## src/rtl/uart_tx_arbiter.sv

```systemverilog
// uart_tx_arbiter
//   Round-robin arbiter that lets NUM_REQ byte-stream requesters share one
//   UART transmitter. A grant is held for a whole packet. A packet ends on
//   the requester's last byte, or after MAX_PKT_BYTES bytes, or when the
//   transmitter fails to report busy within BUSY_TIMEOUT cycles.
//
// Ports
//   i_clk, i_rst_n  clock (rising edge); asynchronous active-low reset
//   i_req_valid     per-requester byte valid
//   i_req_data      per-requester byte; requester k on [8k+7:8k]
//   i_req_last      per-requester end-of-packet marker
//   o_req_ready     per-requester accept (only the granted bit can be set)
//   o_tx_en         one-cycle launch strobe to the UART
//   o_tx_data       byte for the UART, valid while o_tx_en is high
//   i_tx_busy       UART busy; rises the cycle after an accepted o_tx_en
//   o_grant         one-hot owner, all-zero when idle
//   o_err           one-cycle pulse on busy timeout
module uart_tx_arbiter #(
    parameter int NUM_REQ       = 4,
    parameter int MAX_PKT_BYTES = 16,
    parameter int BUSY_TIMEOUT  = 8
) (
    input  logic                   i_clk,
    input  logic                   i_rst_n,
    input  logic [NUM_REQ-1:0]     i_req_valid,
    input  logic [8*NUM_REQ-1:0]   i_req_data,
    input  logic [NUM_REQ-1:0]     i_req_last,
    output logic [NUM_REQ-1:0]     o_req_ready,
    output logic                   o_tx_en,
    output logic [7:0]             o_tx_data,
    input  logic                   i_tx_busy,
    output logic [NUM_REQ-1:0]     o_grant,
    output logic                   o_err
);

    localparam int               IDX_W    = (NUM_REQ > 1) ? $clog2(NUM_REQ) : 1;
    localparam logic [IDX_W-1:0] LAST_IDX = IDX_W'(NUM_REQ - 1);
    localparam logic [7:0]       MAX_CNT  = 8'(MAX_PKT_BYTES);
    localparam logic [7:0]       TMO_LAST = 8'(BUSY_TIMEOUT - 1);

    typedef enum logic [1:0] {
        S_IDLE,
        S_ISSUE,
        S_WAIT_HI,
        S_WAIT_LO
    } state_t;

    state_t             state_q,    state_d;
    logic [NUM_REQ-1:0] grant_q,    grant_d;
    logic [IDX_W-1:0]   gidx_q,     gidx_d;
    logic [IDX_W-1:0]   rr_ptr_q,   rr_ptr_d;
    logic [7:0]         byte_cnt_q, byte_cnt_d;
    logic               last_q,     last_d;
    logic [7:0]         tmr_q,      tmr_d;
    logic               err_q,      err_d;

    logic               pick_found;
    logic [IDX_W-1:0]   pick_idx;
    logic               do_release;
    int unsigned        j;

    // First valid requester at or above rr_ptr, wrapping around.
    always_comb begin
        pick_found = 1'b0;
        pick_idx   = '0;
        j          = 0;
        for (int i = 0; i < NUM_REQ; i++) begin
            j = int'(rr_ptr_q) + i;
            if (j >= NUM_REQ) j = j - NUM_REQ;
            if (!pick_found && i_req_valid[j]) begin
                pick_found = 1'b1;
                pick_idx   = IDX_W'(j);
            end
        end
    end

    // NOTE: every signal written here gets a default first, so no latch is inferred.
    always_comb begin
        state_d     = state_q;
        grant_d     = grant_q;
        gidx_d      = gidx_q;
        rr_ptr_d    = rr_ptr_q;
        byte_cnt_d  = byte_cnt_q;
        last_d      = last_q;
        tmr_d       = tmr_q;
        err_d       = 1'b0;
        do_release  = 1'b0;
        o_tx_en     = 1'b0;
        o_req_ready = '0;
        o_tx_data   = '0;

        unique case (state_q)
            S_IDLE: begin
                if (pick_found && !i_tx_busy) begin
                    grant_d           = '0;
                    grant_d[pick_idx] = 1'b1;
                    gidx_d            = pick_idx;
                    state_d           = S_ISSUE;
                end
            end
            S_ISSUE: begin
                o_tx_data = i_req_data[int'(gidx_q)*8 +: 8];
                // Busy gating is redundant on entry paths but guarantees no
                // launch can ever overlap a frame in flight.
                if (i_req_valid[gidx_q] && !i_tx_busy) begin
                    o_tx_en             = 1'b1;
                    o_req_ready[gidx_q] = 1'b1;
                    last_d              = i_req_last[gidx_q];
                    byte_cnt_d          = byte_cnt_q + 8'd1;
                    tmr_d               = '0;
                    state_d             = S_WAIT_HI;
                end
            end
            S_WAIT_HI: begin
                if (i_tx_busy) begin
                    state_d = S_WAIT_LO;
                end else if (tmr_q == TMO_LAST) begin
                    err_d      = 1'b1;
                    do_release = 1'b1;
                end else begin
                    tmr_d = tmr_q + 8'd1;
                end
            end
            S_WAIT_LO: begin
                if (!i_tx_busy) begin
                    if (last_q || byte_cnt_q == MAX_CNT) do_release = 1'b1;
                    else                                 state_d    = S_ISSUE;
                end
            end
            default: state_d = S_IDLE;
        endcase

        // Common release path for end-of-packet, byte limit and timeout.
        if (do_release) begin
            grant_d    = '0;
            byte_cnt_d = '0;
            rr_ptr_d   = (gidx_q == LAST_IDX) ? '0 : gidx_q + IDX_W'(1);
            state_d    = S_IDLE;
        end
    end

    // NOTE: flops use non-blocking assignments so every register samples pre-edge values.
    always_ff @(posedge i_clk or negedge i_rst_n) begin
        if (!i_rst_n) begin
            state_q    <= S_IDLE;
            grant_q    <= '0;
            gidx_q     <= '0;
            rr_ptr_q   <= '0;
            byte_cnt_q <= '0;
            last_q     <= 1'b0;
            tmr_q      <= '0;
            err_q      <= 1'b0;
        end else begin
            state_q    <= state_d;
            grant_q    <= grant_d;
            gidx_q     <= gidx_d;
            rr_ptr_q   <= rr_ptr_d;
            byte_cnt_q <= byte_cnt_d;
            last_q     <= last_d;
            tmr_q      <= tmr_d;
            err_q      <= err_d;
        end
    end

    assign o_grant = grant_q;
    assign o_err   = err_q;

endmodule

```

## config.mk

```make
export PLATFORM = sky130hd
export DESIGN_NAME = uart_tx_arbiter
export DESIGN_NICKNAME = d
export VERILOG_FILES = /design/src/rtl/uart_tx_arbiter.sv
export SDC_FILE = /design/constraint.sdc
export NUM_CORES = 1
export LEC_CHECK = 0
export ABC_AREA = 1
export BUFFER_PORTS_ARGS = -buffer_cell sky130_fd_sc_hd__buf_2
export CAP_MARGIN = 20
export CORE_MARGIN = 10
export CORE_UTILIZATION = 53
export DETAILED_ROUTE_END_ITERATION = 8
export MAX_ROUTING_LAYER = met4
export PLACE_DENSITY = 0.88
export SYNTH_ARGS = -nofsm -noshare
export SYNTH_HDL_FRONTEND = slang
export SYNTH_SLANG_ARGS = --single-unit
export TNS_END_PERCENT = 30
```

## constraint.sdc

```tcl
create_clock -name i_clk -period 2.2 [get_ports i_clk]
set_clock_uncertainty 0.05 [all_clocks]
set_input_delay 0.22 -clock i_clk [delete_from_list [all_inputs] [get_ports i_clk]]
set_output_delay 0.22 -clock i_clk [all_outputs]
set_load 0.005 [all_outputs]
```

Yosys cells after proc, flatten, opt, wreduce, memory -nomap -nowiden

Cells that the tools add are included.

Add/subtract/negate cells: 10
$mul: 0
Divide/modulo/power cells: 0
Magnitude comparators: 12
Equality and inequality tests: 14
Shift operators: 1
Multiplexer cells: 57
Bitwise logic cells: 0
Reduce and logical (&&, ||, !) cells: 24

Operators by type and width:

| operator                                                    | count |
|---|---|
| less-than comparator 32 x 3 -> 1 bit, second input constant | 4 |
| 2-to-1 mux 32 bit                                           | 4 |
| 2-to-1 mux 8 bit                                            | 7 |
| variable part select 32 x 6 -> 8 bit                        | 1 |
| 2-to-1 mux 2 bit                                            | 11 |
| 2-to-1 mux 4 bit                                            | 5 |
| 2-to-1 mux 1 bit                                            | 19 |
| adder 8 x 1 -> 8 bit, second input constant                 | 2 |
| one-hot mux 8 bit (2 select lines)                          | 1 |
| inequality test 3 bit, second input constant                | 5 |
| binary-select mux 1 bit (select 2 bit)                      | 6 |
| subtractor 3 x 3 -> 4 bit, second input constant            | 3 |
| nonzero test 2 bit                                          | 5 |
| greater-or-equal comparator 3 bit, second input constant    | 3 |
| equality test 8 x 3 -> 1 bit, second input constant         | 1 |
| equality test 8 x 5 -> 1 bit, second input constant         | 1 |
| one-hot mux 2 bit (4 select lines)                          | 1 |
| AND reduction 2 bit                                         | 4 |
| logical AND 1 bit                                           | 7 |
| adder 2 x 2 -> 3 bit, second input constant                 | 2 |
| equality test 2 bit, second input constant                  | 3 |
| less-than comparator 2 x 3 -> 1 bit, second input constant  | 2 |
| inequality test 2 bit, second input constant                | 3 |
| AND reduction 5 bit                                         | 1 |
| 12 further kinds                                            | 17 |

Register bits: 28
Latch bits: 0
RAM bits: 0
Memory bits (read-only): 0
Input port bits: 43
Logic and storage cells: 126
Memories: 0

Logic depth before layout (Yosys ltp)

Gate-level depths: netlist (run 1).

Depth after elaboration: 21
Gate-level depth with buffers: 13
Gate-level depth less buffers: 13

Worst setup path before layout (run 1)

OpenSTA, ideal clock, no wires.

Kind: reg-to-reg
Start point: register state_q[0]
End point: register byte_cnt_q[0]
Setup time: 0.117 ns
Data arrival time: 1.592 ns
Required time: 2.033 ns
Slack: 0.441 ns
Cell stages (with the launch flop): 11
Buffers on the path: 1
Clock period less this slack: 1.759 ns
Cell sequence: dfrtp_1 inv_1 ha_1 clkbuf_1 nand3_1 nand2_2 nor2_1 nor2_2 nand2_1 nand2_1 nand2_1

Longest elaborated chain between the ends: 4
Elaborated cells on any way between the ends: 8

Ends and longest elaborated chain:

| what                                 | line | text |
|---|---|---|
| start, declared                      | 48   | `state_t state_q, state_d;` |
| start signal, assigned               | 154  | `state_q <= state_d;` |
| equality test 2 bit                  | 92   | `unique case (state_q)` |
| one-hot mux 1 bit (2 select lines)   | 92   |  |
| nonzero test 2 bit (no source line)  | -    |  |
| AND reduction 2 bit (no source line) | -    |  |
| end signal, assigned                 | 158  | `byte_cnt_q <= byte_cnt_d;` |
| end, declared                        | 52   | `logic [7:0] byte_cnt_q, byte_cnt_d;` |

Parallel ways exist; a longest one is shown, timed or not.
A chain may end at the register's enable or synchronous reset.

Final worst setup path (run 1)

Start point: register state_q[1]
End point: output o_req_ready[2]

Longest elaborated chain between the ends: 2

Ends and longest elaborated chain:

| what                         | line | text |
|---|---|---|
| equality test 2 x 1 -> 1 bit | 92   |  |
| 2-to-1 mux 4 bit             | 92   |  |
| end, declared                | 28   | `output logic [NUM_REQ-1:0] o_req_ready,` |

Every way passes these cells.

==> metrics.yaml, run 1 <==
status: "complete, no violations"
nets: 466
grt_first_pass_wirelength_um: 10300
grt_max_degree: 29
wl_met3_um: 446
dr_wl_met2_um: 2800
fin_cells: 461
ir_drop_mv: 0.541
cts_setup_buffers: 0
drt_pass1_iterations: 6
finalCritPeriodShare: 0.924
syn-instance-count: 349
cp_max_fo: 9
grt_pass1_vias: 2253
max_cap_viol_count: 0
netlist_top_cells_area: "dfrtp_1, nand2_1, nor2_1"
grt_use_total: 0.168
ys_seq_area_frac: 0.311
cts_tree: "done"
maxSlewViolCount: 0
numCtsBuffers: 3
drc_errors: 0
hpwl_um: 4700
cp.required_ns: 1.93
setup_slack_ns: 0.167
syn_to_final_growth_pct: 20.7
setup_viol: 0
synthArstFlopShare: 1.00
clk_latency_ns: 0.27
dp.cells: 456
synth_ff_type: "dfrtp_1"
finalWeightedCongestion: 0.902
synth_cell_types: 28
top_layer: "met4"
fin_tns_setup_ns: 0
io_pins: 61
startpoint_type: "flip-flop"
worstSetupPathType: "reg -> out"
overflow: 0
synth_area_mm2: 0.00225
critPathArrivalTime_ns: 1.76
drive_above_1_share: 0.221
vias_per_cell: 5.25
worst_pin_slew_ns: 0.620
maxSlewHeadroom: 0.586
ant_nets: 0
vias: 2422
yosys.area.top_type_share: 0.311
rsz0062_at_grt: "no"
ys_ff_latch: 28
synth_warnings: 0
min_path_type: "in -> reg"
wl_met1_um: 2690
cts_max_path_buffers: 2
post-place-ws_ns: 0.108
root_buffer: "clkbuf_8"
rows: 23
core_mm2: 0.00406
powerDensity_mw_per_mm2: 1170
synth_edf_count: 0
port_buffers: 60
drt-wirelength-per-cell_um: 13.1
die_w_um: 85.2
start_util: 0.555
drt_iter0_drc: 147
wirelength_um: 6030
fmax_mhz: 492
cts.sinks: 28
power_mw: 3.17
htree_num_levels: 1
p_leak_nw: 1.46
antenna_found_initial: 0
min_period_ns: 2.03
fp.dieArea_mm2: 0.00726
timing.final.hold_violations: 0
synth_top_cell_by_area: "dfrtp_1"
die_h_um: 85.2
final_core_util: 0.670
cts.clk_slew.worst_paths_ns: 0.10
cp-end-kind: "output port"
diodes: 0
synth_fp_nets: 403
synth.avg_cell_area_um2: 6.46
[registers in the layout (all words and copies together) (netlist names)]
register,cells
state_q,2
tmr_q,8
o_err,1
rr_ptr_q,2
last_q,1
byte_cnt_q,8
o_grant,4
gidx_q,2
[report_power, final]
part	switching (mW)	internal (mW)	leakage [nW]
logic	1.27	0.688	1.06
clock network	0.162	0.244	0.0357
registers	0.142	0.666	0.368
total	1.57	1.60	1.46
[worst max-delay path, stage by stage (launching register included)]
cell and delay, ns:
dfrtp_2 0.45, inv_1 0.12, ha_1 0.18, clkinv_1 0.10, buf_4 0.19, nor2_4 0.14
inv_1 0.09, nor2_1 0.09, buf_2 0.12
[layer usage]
metal	track usage	vias to the layer above
li1	-	1241
met1	0.207	1097
met2	0.271	75
met3	0.0354	9
met4	0.0419	0
met5	-	-
[Yosys cell counts, types with 4 or more instances]
cell      count
clkbuf_1      6
nand2_2       9
nand2_1      75
nand3b_1      4
nor2_1       57
a21oi_1      13
inv_1        44
xor2_1        7
nand3_1      28
ha_1         11
dfrtp_1      28
o21ai_0      40
nor3_1        4
nand4_1       6
[logic make-up (layout without fill, tap and decap cells)]
logic type / Yosys count / count (layout) / synth area share
simple gates: 188 / 188 / 0.365
fa+ha+maj: 11 / 11 / 0.0611
xor+xnor: 8 / 8 / 0.0311
compound gates: 58 / 58 / 0.132
flops: 28 / 28 / 0.311
buf+inv: 56 / 118 / 0.0994
[stage by stage]
step,area (um^2),hold WS [ns]
2_1_floorplan,2250,-0.126
3_3_place_gp,2620,0.202
5_1_grt,2720,0.362
6_report,2720,0.306
4_1_cts,2700,0.300
3_5_place_dp,2620,0.217
[final cells by class]
cell class,instances,area (um^2)
multi-input cells,265,1350
clock inverters,1,30.0
flip-flops and latches,28,702
repair buffers,68,363
fillers,371,1340
clock buffers,3,41.3
inverters,46,173
well taps,50,62.6
[final timing paths]
check	depth (start not counted)	start	slack [ns]	end
min	5	i_req_last[0]	0.31	last_q$_DFFE_PN0P_
max in group asynchronous	2	i_rst_n	1.21	state_q[1]$_DFFE_PN0P_
max reg2reg	9	state_q[0]$_DFFE_PN0P_	0.24	byte_cnt_q[0]$_DFFE_PN0P_
min in group asynchronous	2	i_rst_n	0.44	byte_cnt_q[3]$_DFFE_PN0P_
min reg2reg	2	o_grant[2]$_DFFE_PN0P_	0.43	o_grant[2]$_DFFE_PN0P_
max	8	state_q[1]$_DFFE_PN0P_	0.17	o_req_ready[2]
[what timing repair did]
action | in CTS | in global routing
gates resized for setup | 0 | 7
hold buffers | 1 | 0
hold endpoints to repair | 28 | 0
setup endpoints to repair | 0 | 12
[layout by cell type (no fill, tap or decap), types with 2 or more instances in the layout]
cell type / Yosys / layout
nand2_1: 75 / 73
buf_2: 2 / 60
nor2_1: 57 / 56
inv_1: 44 / 44
o21ai_0: 40 / 40
nand3_1: 28 / 28
dfrtp_1: 28 / 27
a21oi_1: 13 / 13
nand2_2: 9 / 10
ha_1: 11 / 10
xor2_1: 7 / 7
buf_4: 1 / 7
nand4_1: 6 / 6
nor3_1: 4 / 4
nand3b_1: 4 / 4
clkbuf_8: 0 / 3
nor2_4: 1 / 2
o22ai_1: 2 / 2
nand3_2: 2 / 2
(Power assumes the default switching activity.)
==> inputs of run 2 (changes only) <==
--- a/config.mk
+++ b/config.mk
@@ -7,12 +7,13 @@
 export LEC_CHECK = 0
 export ABC_AREA = 1
 export BUFFER_PORTS_ARGS = -buffer_cell sky130_fd_sc_hd__buf_2
-export CAP_MARGIN = 20
+export CORE_ASPECT_RATIO = 1.25
 export CORE_MARGIN = 10
 export CORE_UTILIZATION = 53
 export DETAILED_ROUTE_END_ITERATION = 8
 export MAX_ROUTING_LAYER = met4
 export PLACE_DENSITY = 0.88
+export SLEW_MARGIN = 20
 export SYNTH_ARGS = -nofsm -noshare
 export SYNTH_HDL_FRONTEND = slang
 export SYNTH_SLANG_ARGS = --single-unit
==> run 2 against run 1 <==
Net effect: fmax is 0.62% lower; clock power is 22% lower; worst setup slack worse by 0.013 ns; global-route usage is 0.28 points lower; first-iteration DRC count is 6.1% higher; design area is 0.64% lower; count of clock-buffer cells in the layout is 1 higher; routed wire length hardly changed; largest cell class unchanged; die area is 0.22% higher; via count hardly changed; core utilization is 1.1 points lower; register-to-register slack hardly changed.
==> metrics.yaml, run 2 (synthesized netlist as in run 1, its figures left out) <==
cts.clk_slew.worst_paths_ns: 0.09
rsz0062_at_grt: "no"
maxSlewViolCount: 0
cts_setup_buffers: 0
maxSlewHeadroom: 0.595
swShare: 0.509
power.internal_mw: 1.50
vias: 2423
fp.dieArea_mm2: 0.00728
layout_common_cells: "nand2_1, buf_2, nor2_1"
drt-wirelength-per-cell_um: 12.9
overflow: 0
cp.required_ns: 1.93
clk_latency_ns: 0.27
cts.sinks: 28
startpoint_type: "flip-flop"
critPathArrivalTime_ns: 1.78
status: "complete, no violations"
syn_to_final_growth_pct: 19.9
min_period_ns: 2.05
antenna_found_initial: 0
start_util: 0.550
timing.final.hold_violations: 0
fin_cells: 466
worst_pin_slew_ns: 0.607
powerDensity_mw_per_mm2: 1130
finalCritPeriodShare: 0.930
die_h_um: 92.9
max_cap_viol_count: 0
seqPwrFrac: 0.264
wirelength_um: 6030
port_buffers: 60
cp-end-kind: "output port"
io_pins: 61
grt_pass1_vias: 2378
drt_iter0_drc: 156
rrSetupSlack_ns: 0.25
p_switching_mw: 1.56
nets: 465
grt_first_pass_wirelength_um: 10000
fmax_mhz: 489
ir_drop_mv: 0.549
htree_num_levels: 1
p_leak_nw: 1.45
clkPwrFrac: 0.104
worstSetupPathType: "reg -> out"
core_mm2: 0.00410
layout_commonest_cell: "nand2_1"
drt_pass1_iterations: 4
vias_per_cell: 5.20
final_core_util: 0.659
dp.cells: 461
fin_tns_setup_ns: 0
setup_viol: 0
cts_max_path_buffers: 2
cp_max_fo: 6
ant_nets: 0
dpl_cell_area_mm2: 0.00262
drc_errors: 0
hpwl_um: 4760
diodes: 0
cts_tree: "done"
die_w_um: 78.3
grt_max_degree: 29
numCtsBuffers: 3
root_buffer: "clkbuf_8"
rows: 26
power_mw: 3.06
finalWeightedCongestion: 0.907
combPwrFrac: 0.632
grt_use_total: 0.165
min_path_type: "in -> reg"
stdcell_area_mm2: 0.00270
drive_above_1_share: 0.212
-- run 2: cell count changes in the layout (fill, tap and decap cells not counted), sizes merged --
cell / delta
clkbuf: +1
bufinv: -1
buf: -1
-- run 2: power by group through the flow --
stage / combinational [mW] / sequential (mW) / clock (mW)
5_1_grt: 2.24 / 0.829 / 0.340
3_3_place_gp: 1.84 / 0.803 / 0
3_5_place_dp: 1.89 / 0.811 / 0
2_1_floorplan: 1.40 / 0.794 / 0
6_report: 1.94 / 0.809 / 0.318
4_1_cts: 1.91 / 0.802 / 0.323
-- run 2: repair_timing --
item,4_1_cts,5_1_grt
setup endpoints to repair,0,16
hold buffers,1,0
hold endpoints to repair,28,0
gates resized for setup,0,4
-- run 2: worst max-delay path, cell delays in order (launching register included) --
cell and delay, ns:
dfrtp_1 0.43, inv_1 0.17, nor2_1 0.05, o21ai_0 0.19, nand2_1 0.17, nor2_2 0.17
inv_1 0.10, nor2_1 0.10, buf_2 0.12
-- run 2: per-stage QoR --
| stage | setup slack, ns | hold slack [ns] |
|---|---|---|
| finish | 0.154 | 0.309 |
| global route | 0.0143 | 0.336 |
| CTS | 0.0614 | 0.300 |
| detailed placement | 0.134 | 0.220 |
| global placement | 0.245 | 0.209 |
| floorplan | 0.441 | -0.126 |
-- run 2: path summary, 6_finish.rpt --
path	from	endpoint	cells after the start
worst min register to register	o_grant[2]$_DFFE_PN0P_	o_grant[2]$_DFFE_PN0P_	2
worst min-delay path	i_tx_busy	o_err$_DFF_PN0_	4
min in group asynchronous	i_rst_n	byte_cnt_q[4]$_DFFE_PN0P_	2
max in group asynchronous	i_rst_n	gidx_q[1]$_DFFE_PN0P_	2
worst max-delay path	gidx_q[0]$_DFFE_PN0P_	o_req_ready[3]	8
worst max register to register	tmr_q[1]$_DFFE_PN0P_	byte_cnt_q[0]$_DFFE_PN0P_	10
-- run 2: final cells by class --
class                   count  area [um^2]
inverters                  46          173
well taps                  56         70.1
clock buffers               4         55.1
multi-input cells         265         1350
flip-flops and latches     28          701
fillers                   362         1400
repair buffers             67          355
-- run 2: layer usage --
| metal | GRT usage | part of all wire | up-vias |
|---|---|---|---|
| li1 | - | - | 1234 |
| met1 | 0.180 | 0.42 | 1085 |
| met2 | 0.277 | 0.47 | 91 |
| met3 | 0.0358 | 0.082 | 13 |
| met4 | 0.0778 | 0.025 | 0 |
| met5 | - | 0 | - |
